[src/rtl/ddr3_avl_arbiter_if.sv]
// Requester and DDR3 Avalon-MM signal bundle for ddr3_avl_arbiter.
// master: arbiter view; slave: requesters plus controller view.
interface ddr3_avl_arbiter_if #(
   parameter int ADDR_W = 26,
   parameter int DATA_W = 64
);
   logic                rd_req;
   logic [ADDR_W-1:0]   rd_addr;
   logic                rd_urgent;
   logic                rd_ack;

   logic                wr_req;
   logic [ADDR_W-1:0]   wr_addr;
   logic [DATA_W-1:0]   wr_data;
   logic                wr_data_ack;
   logic                wr_ack;

   logic                ddr3_avl_ready;
   logic                ddr3_avl_burstbegin;
   logic                ddr3_avl_read_req;
   logic                ddr3_avl_write_req;
   logic [ADDR_W-1:0]   ddr3_avl_addr;
   logic [2:0]          ddr3_avl_size;
   logic [DATA_W-1:0]   ddr3_avl_wdata;
   logic [DATA_W/8-1:0] ddr3_avl_be;

   modport master (
      input  rd_req,
      input  rd_addr,
      input  rd_urgent,
      input  wr_req,
      input  wr_addr,
      input  wr_data,
      input  ddr3_avl_ready,
      output rd_ack,
      output wr_data_ack,
      output wr_ack,
      output ddr3_avl_burstbegin,
      output ddr3_avl_read_req,
      output ddr3_avl_write_req,
      output ddr3_avl_addr,
      output ddr3_avl_size,
      output ddr3_avl_wdata,
      output ddr3_avl_be
   );

   modport slave (
      output rd_req,
      output rd_addr,
      output rd_urgent,
      output wr_req,
      output wr_addr,
      output wr_data,
      output ddr3_avl_ready,
      input  rd_ack,
      input  wr_data_ack,
      input  wr_ack,
      input  ddr3_avl_burstbegin,
      input  ddr3_avl_read_req,
      input  ddr3_avl_write_req,
      input  ddr3_avl_addr,
      input  ddr3_avl_size,
      input  ddr3_avl_wdata,
      input  ddr3_avl_be
   );
endinterface

[src/rtl/ddr3_avl_arbiter.sv]
// Two-requester DDR3 Avalon-MM arbiter: round-robin, urgent reads, write starvation bound.
// Optional statistics counters built when DDR3_ARB_STATS_EN is defined.
module ddr3_avl_arbiter #(
   parameter int ADDR_W     = 26,
   parameter int DATA_W     = 64,
   parameter int BURST_LEN  = 4,
   parameter int MAX_RD_RUN = 8
) (
   input  logic                ddr3_clk,
   input  logic                reset,
   ddr3_avl_arbiter_if.master  bus,
   output logic [31:0]         rd_grant_count,
   output logic [31:0]         wr_grant_count,
   output logic [31:0]         stall_count
);
   localparam int RUN_W = $clog2(MAX_RD_RUN + 1);
   localparam logic [2:0] LAST_BEAT = 3'(BURST_LEN - 1);
   localparam logic [RUN_W-1:0] RUN_MAX = RUN_W'(MAX_RD_RUN);

   typedef enum logic [1:0] {
      IDLE,
      RD_CMD,
      WR_BURST
   } state_t;

   state_t            state, state_nxt;
   logic [2:0]        beat, beat_nxt;
   logic              last_grant, last_grant_nxt;
   logic [RUN_W-1:0]  rd_run, rd_run_nxt;

   logic              grant_rd, grant_wr;
   logic              rd_ack, wr_data_ack, wr_ack;
   logic              burstbegin, read_req, write_req;
   logic [ADDR_W-1:0] avl_addr;
   logic [DATA_W-1:0] avl_wdata;

   always_ff @(posedge ddr3_clk or posedge reset) begin
      if (reset) begin
         state      <= IDLE;
         beat       <= '0;
         last_grant <= 1'b1;
         rd_run     <= '0;
      end else begin
         state      <= state_nxt;
         beat       <= beat_nxt;
         last_grant <= last_grant_nxt;
         rd_run     <= rd_run_nxt;
      end
   end

   always_comb begin
      state_nxt      = state;
      beat_nxt       = beat;
      last_grant_nxt = last_grant;
      rd_run_nxt     = rd_run;
      grant_rd       = 1'b0;
      grant_wr       = 1'b0;
      rd_ack         = 1'b0;
      wr_data_ack    = 1'b0;
      wr_ack         = 1'b0;
      burstbegin     = 1'b0;
      read_req       = 1'b0;
      write_req      = 1'b0;
      avl_addr       = '0;
      avl_wdata      = '0;

      unique case (state)
         IDLE: begin
            // Starvation bound outranks urgency, else urgent reads could lock out writes.
            if (bus.wr_req && rd_run == RUN_MAX)
               grant_wr = 1'b1;
            else if (bus.rd_req && bus.rd_urgent)
               grant_rd = 1'b1;
            else if (bus.rd_req && bus.wr_req) begin
               grant_rd = last_grant;
               grant_wr = ~last_grant;
            end else if (bus.rd_req)
               grant_rd = 1'b1;
            else if (bus.wr_req)
               grant_wr = 1'b1;

            if (grant_rd) begin
               state_nxt = RD_CMD;
               if (bus.wr_req && rd_run != RUN_MAX)
                  rd_run_nxt = rd_run + RUN_W'(1);
            end
            if (grant_wr) begin
               state_nxt  = WR_BURST;
               rd_run_nxt = '0;
            end
         end

         RD_CMD: begin
            read_req   = 1'b1;
            burstbegin = 1'b1;
            avl_addr   = bus.rd_addr;
            if (bus.ddr3_avl_ready) begin
               rd_ack         = 1'b1;
               last_grant_nxt = 1'b0;
               state_nxt      = IDLE;
            end
         end

         WR_BURST: begin
            write_req  = 1'b1;
            burstbegin = (beat == 3'd0);
            avl_addr   = bus.wr_addr;
            avl_wdata  = bus.wr_data;
            if (bus.ddr3_avl_ready) begin
               wr_data_ack = 1'b1;
               if (beat == LAST_BEAT) begin
                  wr_ack         = 1'b1;
                  beat_nxt       = '0;
                  last_grant_nxt = 1'b1;
                  state_nxt      = IDLE;
               end else begin
                  beat_nxt = beat + 3'd1;
               end
            end
         end

         default: begin
            state_nxt = IDLE;
            beat_nxt  = '0;
         end
      endcase
   end

   assign bus.rd_ack              = rd_ack;
   assign bus.wr_data_ack         = wr_data_ack;
   assign bus.wr_ack              = wr_ack;
   assign bus.ddr3_avl_burstbegin = burstbegin;
   assign bus.ddr3_avl_read_req   = read_req;
   assign bus.ddr3_avl_write_req  = write_req;
   assign bus.ddr3_avl_addr       = avl_addr;
   assign bus.ddr3_avl_wdata      = avl_wdata;
   assign bus.ddr3_avl_size       = 3'(BURST_LEN);
   assign bus.ddr3_avl_be         = '1;

`ifdef DDR3_ARB_STATS_EN
   logic [31:0] rd_cnt, wr_cnt, stall_cnt;

   always_ff @(posedge ddr3_clk or posedge reset) begin
      if (reset) begin
         rd_cnt    <= '0;
         wr_cnt    <= '0;
         stall_cnt <= '0;
      end else begin
         if (rd_ack)
            rd_cnt <= rd_cnt + 32'd1;
         if (wr_ack)
            wr_cnt <= wr_cnt + 32'd1;
         if ((read_req || write_req) && !bus.ddr3_avl_ready)
            stall_cnt <= stall_cnt + 32'd1;
      end
   end

   assign rd_grant_count = rd_cnt;
   assign wr_grant_count = wr_cnt;
   assign stall_count    = stall_cnt;
`else
   assign rd_grant_count = '0;
   assign wr_grant_count = '0;
   assign stall_count    = '0;
`endif

endmodule

[src/flat_wrapper.sv]
// flat-port wrapper written by rule: the top's interface ports become plain ports
module ddr3_avl_arbiter_flat 
#(
   parameter int ADDR_W     = 26,
   parameter int DATA_W     = 64,
   parameter int BURST_LEN  = 4,
   parameter int MAX_RD_RUN = 8
)
  (ddr3_clk, reset, rd_grant_count, wr_grant_count, stall_count, bus_rd_req, bus_rd_addr, bus_rd_urgent, bus_wr_req, bus_wr_addr, bus_wr_data, bus_ddr3_avl_ready, bus_rd_ack, bus_wr_data_ack, bus_wr_ack, bus_ddr3_avl_burstbegin, bus_ddr3_avl_read_req, bus_ddr3_avl_write_req, bus_ddr3_avl_addr, bus_ddr3_avl_size, bus_ddr3_avl_wdata, bus_ddr3_avl_be);
  ddr3_avl_arbiter_if #(.ADDR_W(ADDR_W), .DATA_W(DATA_W)) bus_i ();
  input  logic ddr3_clk;
  input  logic reset;
  output logic [31:0] rd_grant_count;
  output logic [31:0] wr_grant_count;
  output logic [31:0] stall_count;
  input wire logic [$bits(bus_i.rd_req)-1:0] bus_rd_req;
  input wire logic [$bits(bus_i.rd_addr)-1:0] bus_rd_addr;
  input wire logic [$bits(bus_i.rd_urgent)-1:0] bus_rd_urgent;
  input wire logic [$bits(bus_i.wr_req)-1:0] bus_wr_req;
  input wire logic [$bits(bus_i.wr_addr)-1:0] bus_wr_addr;
  input wire logic [$bits(bus_i.wr_data)-1:0] bus_wr_data;
  input wire logic [$bits(bus_i.ddr3_avl_ready)-1:0] bus_ddr3_avl_ready;
  output wire logic [$bits(bus_i.rd_ack)-1:0] bus_rd_ack;
  output wire logic [$bits(bus_i.wr_data_ack)-1:0] bus_wr_data_ack;
  output wire logic [$bits(bus_i.wr_ack)-1:0] bus_wr_ack;
  output wire logic [$bits(bus_i.ddr3_avl_burstbegin)-1:0] bus_ddr3_avl_burstbegin;
  output wire logic [$bits(bus_i.ddr3_avl_read_req)-1:0] bus_ddr3_avl_read_req;
  output wire logic [$bits(bus_i.ddr3_avl_write_req)-1:0] bus_ddr3_avl_write_req;
  output wire logic [$bits(bus_i.ddr3_avl_addr)-1:0] bus_ddr3_avl_addr;
  output wire logic [$bits(bus_i.ddr3_avl_size)-1:0] bus_ddr3_avl_size;
  output wire logic [$bits(bus_i.ddr3_avl_wdata)-1:0] bus_ddr3_avl_wdata;
  output wire logic [$bits(bus_i.ddr3_avl_be)-1:0] bus_ddr3_avl_be;
  assign bus_i.rd_req = bus_rd_req;
  assign bus_i.rd_addr = bus_rd_addr;
  assign bus_i.rd_urgent = bus_rd_urgent;
  assign bus_i.wr_req = bus_wr_req;
  assign bus_i.wr_addr = bus_wr_addr;
  assign bus_i.wr_data = bus_wr_data;
  assign bus_i.ddr3_avl_ready = bus_ddr3_avl_ready;
  assign bus_rd_ack = bus_i.rd_ack;
  assign bus_wr_data_ack = bus_i.wr_data_ack;
  assign bus_wr_ack = bus_i.wr_ack;
  assign bus_ddr3_avl_burstbegin = bus_i.ddr3_avl_burstbegin;
  assign bus_ddr3_avl_read_req = bus_i.ddr3_avl_read_req;
  assign bus_ddr3_avl_write_req = bus_i.ddr3_avl_write_req;
  assign bus_ddr3_avl_addr = bus_i.ddr3_avl_addr;
  assign bus_ddr3_avl_size = bus_i.ddr3_avl_size;
  assign bus_ddr3_avl_wdata = bus_i.ddr3_avl_wdata;
  assign bus_ddr3_avl_be = bus_i.ddr3_avl_be;
  ddr3_avl_arbiter #(.ADDR_W(ADDR_W), .DATA_W(DATA_W), .BURST_LEN(BURST_LEN), .MAX_RD_RUN(MAX_RD_RUN)) u_core (.ddr3_clk(ddr3_clk), .reset(reset), .bus(bus_i), .rd_grant_count(rd_grant_count), .wr_grant_count(wr_grant_count), .stall_count(stall_count));
endmodule
[config.mk]
export PLATFORM = sky130hd
export DESIGN_NAME = ddr3_avl_arbiter_flat
export DESIGN_NICKNAME = d
export VERILOG_FILES = /design/src/rtl/ddr3_avl_arbiter_if.sv /design/src/rtl/ddr3_avl_arbiter.sv /design/src/flat_wrapper.sv
export SDC_FILE = /design/constraint.sdc
export NUM_CORES = 1
export LEC_CHECK = 0
export ABC_AREA = 1
export BUFFER_PORTS_ARGS = -buffer_cell sky130_fd_sc_hd__buf_4
export CAP_MARGIN = 20
export CORE_AREA = 2 2 126 128
export DETAILED_ROUTE_END_ITERATION = 6
export DIE_AREA = 0 0 128 130
export GPL_ROUTABILITY_DRIVEN = 0
export HOLD_SLACK_MARGIN = 0.05
export PLACE_DENSITY = 0.55
export SLEW_MARGIN = 5
export SYNTH_ARGS = -nofsm -noshare
export SYNTH_HDL_FRONTEND = slang
export SYNTH_SLANG_ARGS = --single-unit
[constraint.sdc]
create_clock -name ddr3_clk -period 3.79 [get_ports ddr3_clk]
set_clock_uncertainty 0.2 [all_clocks]
set_input_delay 0.758 -clock ddr3_clk [delete_from_list [all_inputs] [get_ports ddr3_clk]]
set_output_delay 0.758 -clock ddr3_clk [all_outputs]
set_load 0.01 [all_outputs]
==> metrics.log <==
INFO  metric min_delay_path_depth = 2
INFO  metric postRouteWirelength = 7.95 mm
INFO  metric insertion_delay = 0.23 ns
INFO  metric cap_violations = 0
INFO  metric synth.area.top_cells = sky130_fd_sc_hd__buf_4, sky130_fd_sc_hd__nand2_1, sky130_fd_sc_hd__inv_1
INFO  metric synth_largest_area_cell = sky130_fd_sc_hd__buf_4
INFO  metric reg2reg_to = u_core.beat[0]
INFO  metric critPathArrivalTime = 1.89 ns
INFO  metric cp_cell_sequence = inv_1 > ha_4 > buf_12 > nand2_1 > a21oi_1 > buf_4
INFO  metric grt_usage = 0.0779
INFO  metric synth.distinct_cells = 23
INFO  metric worstSetupStartpointType = flop
INFO  metric worstPathRequired = 2.83 ns
INFO  metric buffers_inserted_during_post_cts_setup_optimization = 0
INFO  metric drtPass1Iterations = 4
INFO  metric power.share.sequential = 0.098
INFO  metric critical_path.top_delay_family = buffers and inverters
INFO  metric via_count_of_the_first_global_routing_pass = 2115
INFO  metric grt_antenna_before_repair = 0
INFO  metric synth_seq_area_share = 0.106
INFO  metric drt.antenna.violating_nets = 0
INFO  metric vias = 2714
INFO  metric final_common_cell = sky130_fd_sc_hd__buf_4
INFO  metric internal-power = 806 uW
INFO  metric reg2reg_from = u_core.state[0]
INFO  metric clkSinkCount = 10
INFO  metric post_synth_instance_area = 0.00238 mm^2
INFO  metric dieArea = 0.0166 mm^2
INFO  metric critical_path_endpoint_category = primary output
INFO  metric swShare = 0.496
INFO  metric max-vdd-ir-drop = 226 uV
INFO  metric critical_path.max_stage_delay = 0.41 ns
INFO  metric hp-start = u_core.beat[2]
INFO  metric reported_leakage_power = 2.61 nW
INFO  metric most-common-layout-cells = sky130_fd_sc_hd__buf_4, sky130_fd_sc_hd__nand2_1, sky130_fd_sc_hd__conb_1
INFO  metric outcome = finished, final reports clean
INFO  metric tritoncts = done
INFO  metric clockBufferDepth = 2
INFO  metric grt_overflow_total = 0
INFO  metric die_y = 130 um
INFO  metric share_of_final_layout_standard_cells_stronger_than_drive_strength_1 = 0.366
INFO  metric drt-initial-drc-count = 59
INFO  metric cts_root_buffer = sky130_fd_sc_hd__clkbuf_16
INFO  metric ys_warn_count = 0
INFO  metric die_w = 128 um
INFO  metric grt_max_degree = 63
INFO  metric power_frac_comb = 0.786
INFO  metric syn_to_final_growth = 62.8%
INFO  metric yosysTopAreaCellShare = 0.357
INFO  metric final-hold-violation-count = 0
INFO  metric grt_pass1_wl = 10.7 mm
INFO  metric num_io_pins = 325
INFO  metric min_period = 2.85 ns
INFO  metric cp_slowest_cell = sky130_fd_sc_hd__ha_4
INFO  metric floorplan.initialDensity = 0.154
INFO  metric fp.coreArea = 0.0154 mm^2
INFO  metric finalCritPeriodShare = 0.752
INFO  metric h-tree-depth = 1
INFO  metric setup_total_negative_slack = 0 ns
INFO  metric net-switching-power = 792 uW
INFO  metric antenna_cell_count = 0
INFO  metric clock_power_share = 0.117
INFO  metric yosys_register_bits = 10
INFO  metric clk_transition_reported_paths = 0.04 ns
INFO  metric stdcell_count = 817
INFO  metric placedCellCount = 813
INFO  metric rsz_0062_raised_after_global_routing = no
INFO  metric drc = 0
INFO  metric synthesis.area_per_instance = 5.69 um^2
INFO  metric routed_via_density = 3.32
INFO  metric ff2ff_path_depth = 8
INFO  metric critical_path_peak_fanout = 62
INFO  metric routed_wire_length_per_instance = 9.73 um
INFO  metric hp-class = reg2reg
INFO  metric postCtsHoldBufs = 0
INFO  metric setup.reg_to_reg.worst_slack = 1.78 ns
INFO  metric place_hpwl = 6.71 mm
INFO  metric netlist_instances = 418
INFO  metric critPathBufInv = 3
INFO  metric final_net_count = 755
INFO  metric setup.worst_path.class = reg2out
INFO  metric total_cts_buffers = 3
INFO  metric fmax = 0.351 GHz
INFO  metric cts_repair_resize_count = 0
INFO  metric drv_slew = 0
INFO  metric rows = 46
INFO  metric io_buffer_count = 217
INFO  metric number_of_failing_setup_endpoints_in_the_final_timing_report = 0
INFO  metric hold_end = u_core.beat[2]
INFO  metric power.density_cell_area = 413 mW/mm^2
[kinds of logic after synthesis]
family / synth area share
compound gates: 0.0847
simple gates: 0.256
flops: 0.106
fa+ha+maj: 0.0368
other cells: 0.00316
xor+xnor: 0.00368
buf+inv: 0.510
[synth_stat cells, drive strengths merged]
master and instances:
nand2 135, buf 122, inv 83, a21oi 28
dfrtp 9, nand3 9, o21ai 8, ha 7
nor2 4, nand4 3, conb 2, o21bai 2
a31oi 1, clkinv 1, dfstp 1, nand3b 1
nor3 1, xor2 1
[per-layer routing]
layer / wire, um / share of wire / GRT usage / vias up
li1: - / - / - / 1417
met1: 3190 / 0.40 / 0.0982 / 1157
met2: 3970 / 0.50 / 0.142 / 138
met3: 781 / 0.098 / 0.0164 / 2
met4: 6 / 0.00075 / 0.00776 / 0
met5: 0 / 0 / 0 / -
[cell type report]
cell class,instances,area (um^2)
Clock buffer,4,78.8
Sequential cell,10,251
Tap cell,192,240
Fill cell,1790,11600
Multi-Input combinational cell,307,1320
Inverter,84,315
Timing Repair Buffer,220,1660
[power by group through the flow]
stage / clock, mW / sequential [mW] / combinational (mW)
after floorplan: 0 / 0.150 / 0.781
after global placement: 0 / 0.155 / 1.29
after detailed placement: 0 / 0.157 / 1.28
after CTS: 0.190 / 0.156 / 1.29
after global routing: 0.199 / 0.162 / 1.40
final: 0.187 / 0.156 / 1.25
[worst max-delay path by stage]
stage	cells past startpoint	startpoint	endpoint	slack, ns
finish	6	u_core.state[0]	bus_ddr3_avl_addr[19]	0.94
global route	6	u_core.state[0]	bus_ddr3_avl_addr[19]	0.77
CTS	6	u_core.state[0]	bus_ddr3_avl_addr[19]	0.88
detailed placement	6	u_core.state[0]	bus_ddr3_avl_addr[19]	1.14
global placement	6	u_core.state[0]	bus_ddr3_avl_addr[19]	1.17
floorplan	6	u_core.state[0]	bus_ddr3_avl_addr[10]	1.52
[through the flow]
step                      hold WS (ns)   util  total power [mW]  setup WS, ns  area (um^2)
after detailed placement         0.259  0.246              1.44          1.14         3790
after global placement           0.249  0.246              1.44          1.17         3790
after global routing             0.276  0.251              1.76         0.767         3870
final                            0.265  0.251              1.60         0.940         3870
after CTS                        0.269  0.251              1.64         0.882         3870
after floorplan                  0.236      -             0.931          1.52         2770
[registers in the layout, indices dropped and copies added (netlist names)]
signal	count
u_core.beat	3
u_core.last_grant	1
u_core.rd_run	4
u_core.state	2
[worst min-delay path, cell delays in order, from the launching register on]
cell and delay [ns]:
sky130_fd_sc_hd__dfrtp_1 0.33, sky130_fd_sc_hd__nand2_1 0.05, sky130_fd_sc_hd__inv_1 0.04
Power figures use the tool's default switching activity.
